## src/rtl/flopoco_pkg.sv

```systemverilog
// Shared FloPoCo definitions: exception codes, IEEE class enum and word-width helpers.
package flopoco_pkg;

  localparam logic [1:0] EXN_ZERO = 2'b00;
  localparam logic [1:0] EXN_NORM = 2'b01;
  localparam logic [1:0] EXN_INF  = 2'b10;
  localparam logic [1:0] EXN_NAN  = 2'b11;

  typedef enum logic [2:0] {
    CLS_ZERO = 3'd0,
    CLS_SUB  = 3'd1,
    CLS_NORM = 3'd2,
    CLS_INF  = 3'd3,
    CLS_NAN  = 3'd4
  } fp_class_e;

  function automatic int ieee_w(input int we, input int wf);
    return we + wf + 1;
  endfunction

  function automatic int fp_w(input int we, input int wf);
    return we + wf + 3;
  endfunction

endpackage

```

## src/rtl/fp_classify.sv

```systemverilog
// Combinational IEEE-754 class decode from exponent and fraction fields.
module fp_classify
  import flopoco_pkg::*;
#(
  parameter int WE = 11,
  parameter int WF = 52
) (
  input  logic [WE-1:0] exp,
  input  logic [WF-1:0] frac,
  output fp_class_e     cls
);

  logic exp_zero, exp_ones, frac_zero;

  assign exp_zero  = (exp == '0);
  assign exp_ones  = (exp == '1);
  assign frac_zero = (frac == '0);

  always_comb begin
    cls = CLS_NORM;
    if (exp_zero)      cls = frac_zero ? CLS_ZERO : CLS_SUB;
    else if (exp_ones) cls = frac_zero ? CLS_INF  : CLS_NAN;
  end

endmodule

```

## src/rtl/ieee_to_flopoco_pipe.sv

```systemverilog
// Two-stage valid/ready encoder from IEEE binary64 to FloPoCo {exn, sign, exp, frac},
// flushing subnormals to zero and counting the flushes seen at the output.
module ieee_to_flopoco_pipe
  import flopoco_pkg::*;
#(
  parameter int WE    = 11,
  parameter int WF    = 52,
  parameter int CNT_W = 16
) (
  input  logic                          clk,
  input  logic                          rst,
  input  logic                          in_valid,
  output logic                          in_ready,
  input  logic [ieee_w(WE,WF)-1:0]      in_ieee,
  output logic                          out_valid,
  input  logic                          out_ready,
  output logic [fp_w(WE,WF)-1:0]        out_fp,
  output logic                          out_flushed,
  output logic [CNT_W-1:0]              flush_count
);

  localparam int IW = ieee_w(WE, WF);
  localparam int FW = fp_w(WE, WF);

  // vld_pipe[1] = stage 1 full, vld_pipe[2] = stage 2 (output) full
  logic [2:1]      vld_pipe;
  logic            stage1_adv, stage2_adv;
  logic [IW-1:0]   s1_word;
  logic            s1_sign;
  fp_class_e       s1_cls, in_cls;
  logic [FW-1:0]   fp_pack;

  assign stage2_adv = !vld_pipe[2] || out_ready;
  assign stage1_adv = !vld_pipe[1] || stage2_adv;
  assign in_ready   = stage1_adv;
  assign out_valid  = vld_pipe[2];

  fp_classify #(.WE(WE), .WF(WF)) u_cls (
    .exp  (in_ieee[IW-2 -: WE]),
    .frac (in_ieee[WF-1:0]),
    .cls  (in_cls)
  );

  always_ff @(posedge clk or posedge rst) begin
    if (rst) begin
      vld_pipe <= '0;
    end else begin
      if (stage1_adv) vld_pipe[1] <= in_valid;
      if (stage2_adv) vld_pipe[2] <= vld_pipe[1];
    end
  end

  always_ff @(posedge clk or posedge rst) begin
    if (rst) begin
      s1_word <= '0;
      s1_sign <= 1'b0;
      s1_cls  <= CLS_ZERO;
    end else if (stage1_adv && in_valid) begin
      s1_word <= in_ieee;
      s1_sign <= in_ieee[IW-1];
      s1_cls  <= in_cls;
    end
  end

  // NaN drops both payload and sign; every non-normal class zeroes exp/frac
  always_comb begin
    fp_pack = '0;
    unique case (s1_cls)
      CLS_NORM: fp_pack = {EXN_NORM, s1_sign, s1_word[IW-2:0]};
      CLS_ZERO,
      CLS_SUB:  fp_pack = {EXN_ZERO, s1_sign, {(WE+WF){1'b0}}};
      CLS_INF:  fp_pack = {EXN_INF,  s1_sign, {(WE+WF){1'b0}}};
      CLS_NAN:  fp_pack = {EXN_NAN,  1'b0,    {(WE+WF){1'b0}}};
      default:  fp_pack = '0;
    endcase
  end

  always_ff @(posedge clk or posedge rst) begin
    if (rst) begin
      out_fp      <= '0;
      out_flushed <= 1'b0;
    end else if (stage2_adv && vld_pipe[1]) begin
      out_fp      <= fp_pack;
      out_flushed <= (s1_cls == CLS_SUB);
    end
  end

  always_ff @(posedge clk or posedge rst) begin
    if (rst) begin
      flush_count <= '0;
    end else if (out_valid && out_ready && out_flushed && (flush_count != '1)) begin
      flush_count <= flush_count + CNT_W'(1);
    end
  end

endmodule
```

## config.mk

```make
export PLATFORM = sky130hd
export DESIGN_NAME = ieee_to_flopoco_pipe
export DESIGN_NICKNAME = d
export VERILOG_FILES = /design/src/rtl/flopoco_pkg.sv /design/src/rtl/fp_classify.sv /design/src/rtl/ieee_to_flopoco_pipe.sv
export SDC_FILE = /design/constraint.sdc
export NUM_CORES = 1
export LEC_CHECK = 0
export CORE_ASPECT_RATIO = 0.9
export CORE_UTILIZATION = 35
export DETAILED_ROUTE_END_ITERATION = 10
export SLEW_MARGIN = 20
export SYNTH_ARGS = -nofsm -noshare
export SYNTH_HDL_FRONTEND = slang
export SYNTH_SLANG_ARGS = --single-unit
```

## constraint.sdc

```tcl
create_clock -name clk -period 5.1 [get_ports clk]
set_input_delay 1.02 -clock clk [delete_from_list [all_inputs] [get_ports clk]]
set_output_delay 1.02 -clock clk [all_outputs]
set_load 0.03 [all_outputs]
```

Word level (Yosys, flattened, before mapping)

Index checks and enable logic that the tools add are counted.
Widths: inputs -> output; s select.

Multiplexer cells: 5
Add/sub/neg operators: 1
Equality and inequality tests: 6
Reductions and logical operators: 13

Operators with widths:

| operator              | count |
|---|---|
| $pmux 66 s4           | 1 |
| $logic_not 52->1      | 1 |
| $add 16x1->16 const B | 1 |
| $ne 16x16->1 const B  | 1 |
| $eq 11x11->1 const B  | 1 |
| $logic_not 11->1      | 1 |
| $mux 3                | 3 |
| $eq 3x2->1 const B    | 2 |
| $logic_and 1x1->1     | 5 |
| $eq 3x1->1 const B    | 1 |
| $eq 3x3->1 const B    | 1 |
| $logic_not 3->1       | 1 |
| $logic_not 1->1       | 2 |
| $logic_or 1x1->1      | 2 |
| $reduce_or 2->1       | 1 |
| $mux 1                | 1 |

Bits of input ports: 68
Word-level logic and storage cells: 33
Flip-flop bits (word level): 152
Output and inout bits: 85

Depth between registers and ports, before layout

Gate-level depths: netlist of run 1.

Depth after elaboration: 4
Mapped depth: 6
Mapped depth without buffers: 5

Modules after synthesis

A second synthesis of run 1 with hierarchy kept.

Cells, all modules: 414
Area total of the unflattened synthesis: 5982.0 um2

By module, submodules not included:

| module               | seq. area each (um2) | area an instance (um2) | cells an instance | times used |
|---|---|---|---|---|
| ieee_to_flopoco_pipe | 3803.6               | 5790.6                 | 385               | 1 |
| fp_classify          | 0.0                  | 191.4                  | 29                | 1 |

Worst setup path before layout of run 1

No wires, ideal clock.

Path type: in2reg
Start point: input port out_ready
End point: register s1_word[42]
Cell stages on the path: 4
Setup time: 0.125 ns
Required time: 4.975 ns
Arrival: 2.321 ns
Path buffers: 1
Slack: 2.654 ns
Path through: nand3b_1 nand2_1 buf_2 mux2_2

Longest elaborated chain between the ends: 3

RTL lines:

| element              | RTL line                   | text |
|---|---|---|
| from (decl)          | ieee_to_flopoco_pipe.sv:16 | `input logic out_ready,` |
| $logic_or 1x1->1     | ieee_to_flopoco_pipe.sv:33 | `assign stage2_adv = !vld_pipe[2] \|\| out_ready;` |
| $logic_or 1x1->1     | ieee_to_flopoco_pipe.sv:34 | `assign stage1_adv = !vld_pipe[1] \|\| stage2_adv;` |
| $logic_and 1x1->1    | ieee_to_flopoco_pipe.sv:58 | `end else if (stage1_adv && in_valid) begin` |
| to (signal assigned) | ieee_to_flopoco_pipe.sv:59 | `s1_word <= in_ieee;` |
| to (decl)            | ieee_to_flopoco_pipe.sv:28 | `logic [IW-1:0] s1_word;` |

Every way passes these cells.
A chain may end at the register's enable or synchronous reset.

Worst setup path after layout of run 1

Start point: input port out_ready
End point: output port in_ready

Longest elaborated chain between the ends: 2

RTL lines:

| element          | RTL line                   | text |
|---|---|---|
| $logic_or 1x1->1 | ieee_to_flopoco_pipe.sv:33 |  |
| $logic_or 1x1->1 | ieee_to_flopoco_pipe.sv:34 |  |
| to (decl)        | ieee_to_flopoco_pipe.sv:13 | `output logic in_ready,` |

Every way passes these cells.

==> results of run 1 <==
flip-flops by register name (all words and copies together) (netlist names):
| name | cells |
|---|---|
| flush_count | 16 |
| out_flushed | 1 |
| out_fp | 66 |
| s1_cls | 3 |
| s1_sign | 1 |
| s1_word | 63 |
| vld_pipe | 2 |
area by class of cell:
cell class / instances / area [um^2] / area share (%)
sequential: 152 / 3804 / 45.94
multi-input combinational: 237 / 2024 / 24.45
timing repair buffer: 158 / 1579 / 19.07
clock buffer: 20 / 446.7 / 5.395
tap: 207 / 259.0 / 3.128
clock inverter: 12 / 151.4 / 1.829
inverter: 3 / 15.01 / 0.1814
where the power goes:
part | switching (mW) | internal, mW
clock | 0.488 | 0.780
sequential | 0.110 | 1.39
combinational | 0.417 | 0.377
logic make-up after synthesis:
| family | count (synthesis) |
|---|---|
| flops | 152 |
| compound gates | 83 |
| simple gates | 71 |
| mux | 69 |
| buf+inv | 25 |
| xor+xnor | 13 |
| fa+ha+maj | 1 |
critical path, cell delays in order:
cell and delay [ps]:
clkdlybuf4s50_1 530, nand3b_1 180, clkdlybuf4s50_1 690
metrics by stage:
| stage | setup slack (ps) | cell area (um^2) | total power [mW] |
|---|---|---|---|
| 6_report | 1656 | 8279 | 3.564 |
| 3_3_place_gp | 1690 | 7681 | 2.312 |
| 4_1_cts | 1662 | 8279 | 3.614 |
| 2_1_floorplan | 2163 | 5992 | 1.963 |
| 5_1_grt | 1613 | 8279 | 3.722 |
| 3_5_place_dp | 1670 | 7681 | 2.326 |
metal layers:
layer	vias up	global-route usage (%)	part of all wire (%)
li1	1870	-	-
met3	17	6.768	7.0
met5	-	0	0
met4	0	6.658	1.5
met1	2090	21.98	46
met2	116	25.53	46
worst max path at each step:
stage	startpoint	to	slack (ps)	cells after the start
after global routing	out_ready	in_ready	1610	3
after global placement	out_ready	in_ready	1690	3
after floorplan	rst	flush_count[0]	2160	1
after detailed placement	out_ready	in_ready	1670	3
final	out_ready	in_ready	1660	3
after CTS	out_ready	in_ready	1660	3
Yosys cell counts (all sizes together), types with 4 or more instances:
master / instances / share of area, %
mux2: 67 / 13
nand2: 12 / 0.79
nand4: 8 / 0.84
nand2b: 4 / 0.42
xnor2: 9 / 1.3
dfrtp: 152 / 64
nor4: 17 / 2.0
nand3: 12 / 1.0
and3: 5 / 0.52
a22o: 63 / 9.2
clkbuf: 8 / 0.50
xor2: 4 / 0.58
buf: 14 / 2.0
==> results.py, run 1 <==
metrics = {
    "status": {
        "status": "finished clean",
    },
    "detailed_routing": {
        "wire_per_inst_um": 18.03,
        "drt-initial-drc-count": 196,
        "drt_wl_total_mm": 14.22,
        "first_pass_iters": 4,
        "final_antenna_net_count": 0,
        "drc_errors": 0,
        "vias": 4093,
        "avgViaCountPerCell": 5.188,
    },
    "cts": {
        "cts_root_buffer": "clkbuf_16",
        "ctsHoldBuffers": 0,
        "clk_pin_slew_ps": 60,
        "cts_buffers": 17,
        "h-tree-depth": 4,
        "post-cts-setup-buffers": 0,
        "cts_resized": 0,
        "cts_sinks": 152,
        "tritoncts": "yes",
        "cts_max_path_buffers": 2,
        "insertion_delay_ps": 420,
    },
    "yosys": {
        "synthCells": 414,
        "synth_top_family_by_area": "multiplexers",
        "synthAdderAreaFrac_pct": 0.2089,
        "seq_area_frac_synth_pct": 63.52,
        "ys.flop_type": "dfrtp_1",
        "ys_warn_count": 0,
        "syn_area_um2": 5988,
        "ys_ff_latch": 152,
        "synthArstFlopShare_pct": 100.0,
        "ys_types": 41,
        "synth_xor_area_share_pct": 1.901,
        "synth_compound_area_share_pct": 11.60,
        "muxShareOfSynthArea_pct": 12.93,
        "synth_simple_gate_area_share_pct": 7.146,
        "syn-num-nets": 483,
        "synth_edf_count": 0,
        "synth.avg_cell_area_um2": 14.46,
    },
    "global_routing": {
        "grt_pass1_wl_mm": 22.76,
        "first_global_vias": 4120,
        "grt_max_degree": 121,
        "grt_use_total_pct": 17.00,
        "antenna_found_initial": 0,
        "overflow": 0,
    },
    "sta": {
        "finalSetupViolations": 0,
        "fin_skew_ps": 8.212,
        "fin_hold_ws_ps": 479.1,
        "fmax_ghz": 0.2904,
        "fin_crit_ps": 3444,
        "tns_ps": 0,
        "hold_viol": 0,
        "drv_slew": 0,
        "maxSlewHeadroom_pct": 41.85,
        "rsz0062_at_grt": "false",
        "worst_pin_slew_ps": 872.3,
        "period_share_pct": 67.53,
    },
    "worst_setup_path": {
        "reg2reg_depth": 4,
        "rrSetupSlack_ps": 2950,
        "crit_path_end_kind": "primary output",
        "crit_type": "input pin to primary output",
        "cp-start-kind": "input pin",
        "r2r_end": "s1_word[29]",
        "cp.required_ps": 4080,
        "arrival_ps": 2420,
        "cp_max_fo": 4,
        "r2r_start": "vld_pipe[2]",
    },
    "finish": {
        "nets": 638,
        "fillers": 1425,
        "final_core_util_pct": 50.47,
        "diodes": 0,
        "final_layout_size_suffix_gt1_share_pct": 17.35,
        "layout_common_cells": "dfrtp_1 (152), clkdlybuf4s50_1 (152), a22o_1 (63)",
        "final_cells": 789,
        "area_growth_pct": 38.26,
    },
    "floorplan": {
        "num_rows": 44,
        "dieArea_um2": 17640,
        "io_pins": 153,
        "dieWidth_um": 139.9,
        "die_h_um": 126.1,
        "initial_core_util_pct": 36.50,
        "coreArea_um2": 16410,
    },
    "placed_design": {
        "place.gp.congestion": 0.8865,
        "dpl.cell_count": 757,
        "io_buffer_count": 152,
        "dp_hpwl_mm": 9.789,
    },
    "power_and_ir_drop": {
        "vdd_drop_max_mv": 0.2400,
        "static-leakage-power_nw": 3.496,
        "powerDensity_nw_per_um2": 430.4,
    },
    "hold_path": {
        "hold_class": "flip-flop to flip-flop",
        "min_to": "out_fp[62]",
        "min_delay_path_depth": 1,
        "min-delay-start": "s1_word[62]",
    },
    "job": {
        "cap_viol_max_count": 0,
    },
}
Power figures use the tool's default switching activity.
==> inputs of run 2 (changes only) <==
- clock period: 5.1 -> 3.3 ns (I/O delays scaled with it)
==> run 2 against run 1 <==
Via count is 0.44% lower. Sequential power is 54% higher. Critical path depth stayed put. Cell count is 0.51% higher. Sequential share of layout area is 0.49 points lower. Clock power is 61% higher. Design area is 1.1% higher. Count of clock-buffer cells in the layout is 1 lower. Power is 57% higher.
==> results.py, run 2 (synthesis results as in run 1) <==
metrics = {
    "finish": {
        "largestRegisters": "out_fp (66), s1_word (63), flush_count (16)",
        "layout_common_cells": "dfrtp_1 (152), clkdlybuf4s50_1 (152), a22o_1 (63)",
        "nets": 642,
        "area_growth_pct": 39.74,
        "top_register": "out_fp",
        "final_core_util_pct": 51.01,
        "diodes": 0,
        "fillers": 1411,
        "final_layout_size_suffix_gt1_share_pct": 18.09,
        "fin_area_um2": 8368,
        "largest_reg_flops": 66,
    },
    "worst_setup_path": {
        "r2r_start": "flush_count[0]",
        "rrSetupSlack_ps": 1510,
        "cp-start-kind": "input pin",
        "r2r_end": "flush_count[7]",
        "cp_max_fo": 4,
        "cp.required_ps": 2640,
        "arrival_ps": 2050,
        "crit_type": "input pin to primary output",
        "reg2reg_depth": 5,
        "crit_path_end_kind": "primary output",
    },
    "sta": {
        "tns_ps": 0,
        "fin_skew_ps": 6.632,
        "worst_pin_slew_ps": 793.8,
        "maxSlewHeadroom_pct": 46.97,
        "drv_slew": 0,
        "fin_crit_ps": 2711,
        "period_share_pct": 82.16,
        "finalSetupViolations": 0,
        "hold_viol": 0,
        "rsz0062_at_grt": "false",
        "fmax_ghz": 0.3688,
    },
    "floorplan": {
        "coreArea_um2": 16410,
        "die_h_um": 126.1,
        "io_pins": 153,
        "initial_core_util_pct": 36.50,
        "dieArea_um2": 17640,
        "dieWidth_um": 139.9,
        "num_rows": 44,
    },
    "detailed_routing": {
        "drt-initial-drc-count": 205,
        "wire_per_inst_um": 18.30,
        "drt_wl_total_mm": 14.51,
        "avgViaCountPerCell": 5.139,
        "first_pass_iters": 4,
        "vias": 4075,
        "drc_errors": 0,
        "final_antenna_net_count": 0,
    },
    "power_and_ir_drop": {
        "p_total_mw": 5.602,
        "powerDensity_nw_per_um2": 669.5,
        "static-leakage-power_nw": 3.538,
        "vdd_drop_max_mv": 0.4093,
    },
    "cts": {
        "cts_max_path_buffers": 2,
        "clk_pin_slew_ps": 60,
        "tritoncts": "yes",
        "cts_root_buffer": "clkbuf_16",
        "h-tree-depth": 4,
        "ctsHoldBuffers": 0,
        "insertion_delay_ps": 410,
        "cts_buffers": 17,
        "cts_resized": 0,
        "cts_sinks": 152,
        "post-cts-setup-buffers": 0,
    },
    "status": {
        "status": "finished clean",
    },
    "placed_design": {
        "place_area_um2": 7749,
        "dp_hpwl_mm": 9.833,
        "place.gp.congestion": 0.9188,
        "io_buffer_count": 152,
    },
    "hold_path": {
        "min_to": "out_fp[65]",
        "min_delay_path_depth": 2,
        "hold_class": "flip-flop to flip-flop",
        "min-delay-start": "out_fp[65]",
    },
    "global_routing": {
        "grt_max_degree": 51,
        "busiest_layer": "met2",
        "use_met1_pct": 23.59,
        "antenna_found_initial": 0,
        "gr-usage-met3_pct": 5.932,
        "first_global_vias": 4189,
        "grt_pass1_wl_mm": 23.07,
        "grt_use_total_pct": 17.22,
        "grtUsageMet2_pct": 25.50,
        "overflow": 0,
    },
    "job": {
        "cap_viol_max_count": 0,
    },
}
## run 2: cell types whose count changed in the layout (fill, tap and decap cells not counted)
cell / before / now
clkbuf_1: 2 / 1
inv_6: 0 / 1
bufinv_16: 3 / 4
clkinv_4: 3 / 0
clkinv_2: 4 / 5
clkinvlp_4: 3 / 4
buf_12: 1 / 4
buf_4: 5 / 6
## run 2: layout make-up
class,count,area (um^2),share of cell area [%]
clock buffers,19,442.9,5.293
well taps,207,259.0,3.095
inverters,3,15.01,0.1794
flip-flops and latches,152,3804,45.45
repair buffers,162,1647,19.68
multi-input cells,237,2024,24.19
clock inverters,13,176.4,2.108
## run 2: layer usage
metal | vias up | share of wire (%) | wire length, um
met5 | - | 0 | 0
met4 | 0 | 0.63 | 92
met3 | 6 | 5.7 | 827
met2 | 120 | 46 | 6713
met1 | 2065 | 47 | 6875
li1 | 1884 | - | -
## run 2: how the worst max path moves through the flow
stage	startpoint	end	slack (ps)	cells after the start
floorplan	rst	flush_count[0]	720	1
global placement	in_ieee[1]	s1_cls[0]	590	5
detailed placement	in_ieee[1]	s1_cls[0]	550	5
CTS	out_ready	in_ready	590	3
global route	out_ready	in_ready	530	3
finish	out_ready	in_ready	590	3
## run 2: through the flow
stage / setup slack [ps] / instances / hold slack [ps]
detailed placement: 550.8 / 761 / 471.9
floorplan: 723.1 / 414 / 459.0
CTS: 588.6 / 793 / 482.9
finish: 588.7 / 793 / 477.7
global placement: 592.0 / 761 / 467.5
global route: 526.7 / 793 / 498.2
## run 2: power breakdown
group / internal, mW / switching (mW)
Clock: 1.28 / 0.757
Combinational: 0.592 / 0.659
Sequential: 2.15 / 0.163
Total: 4.02 / 1.58
## run 2: worst max-delay path, stage by stage
cell and delay (ps):
clkdlybuf4s50_1 520, nand3b_1 180, clkdlybuf4s50_1 690
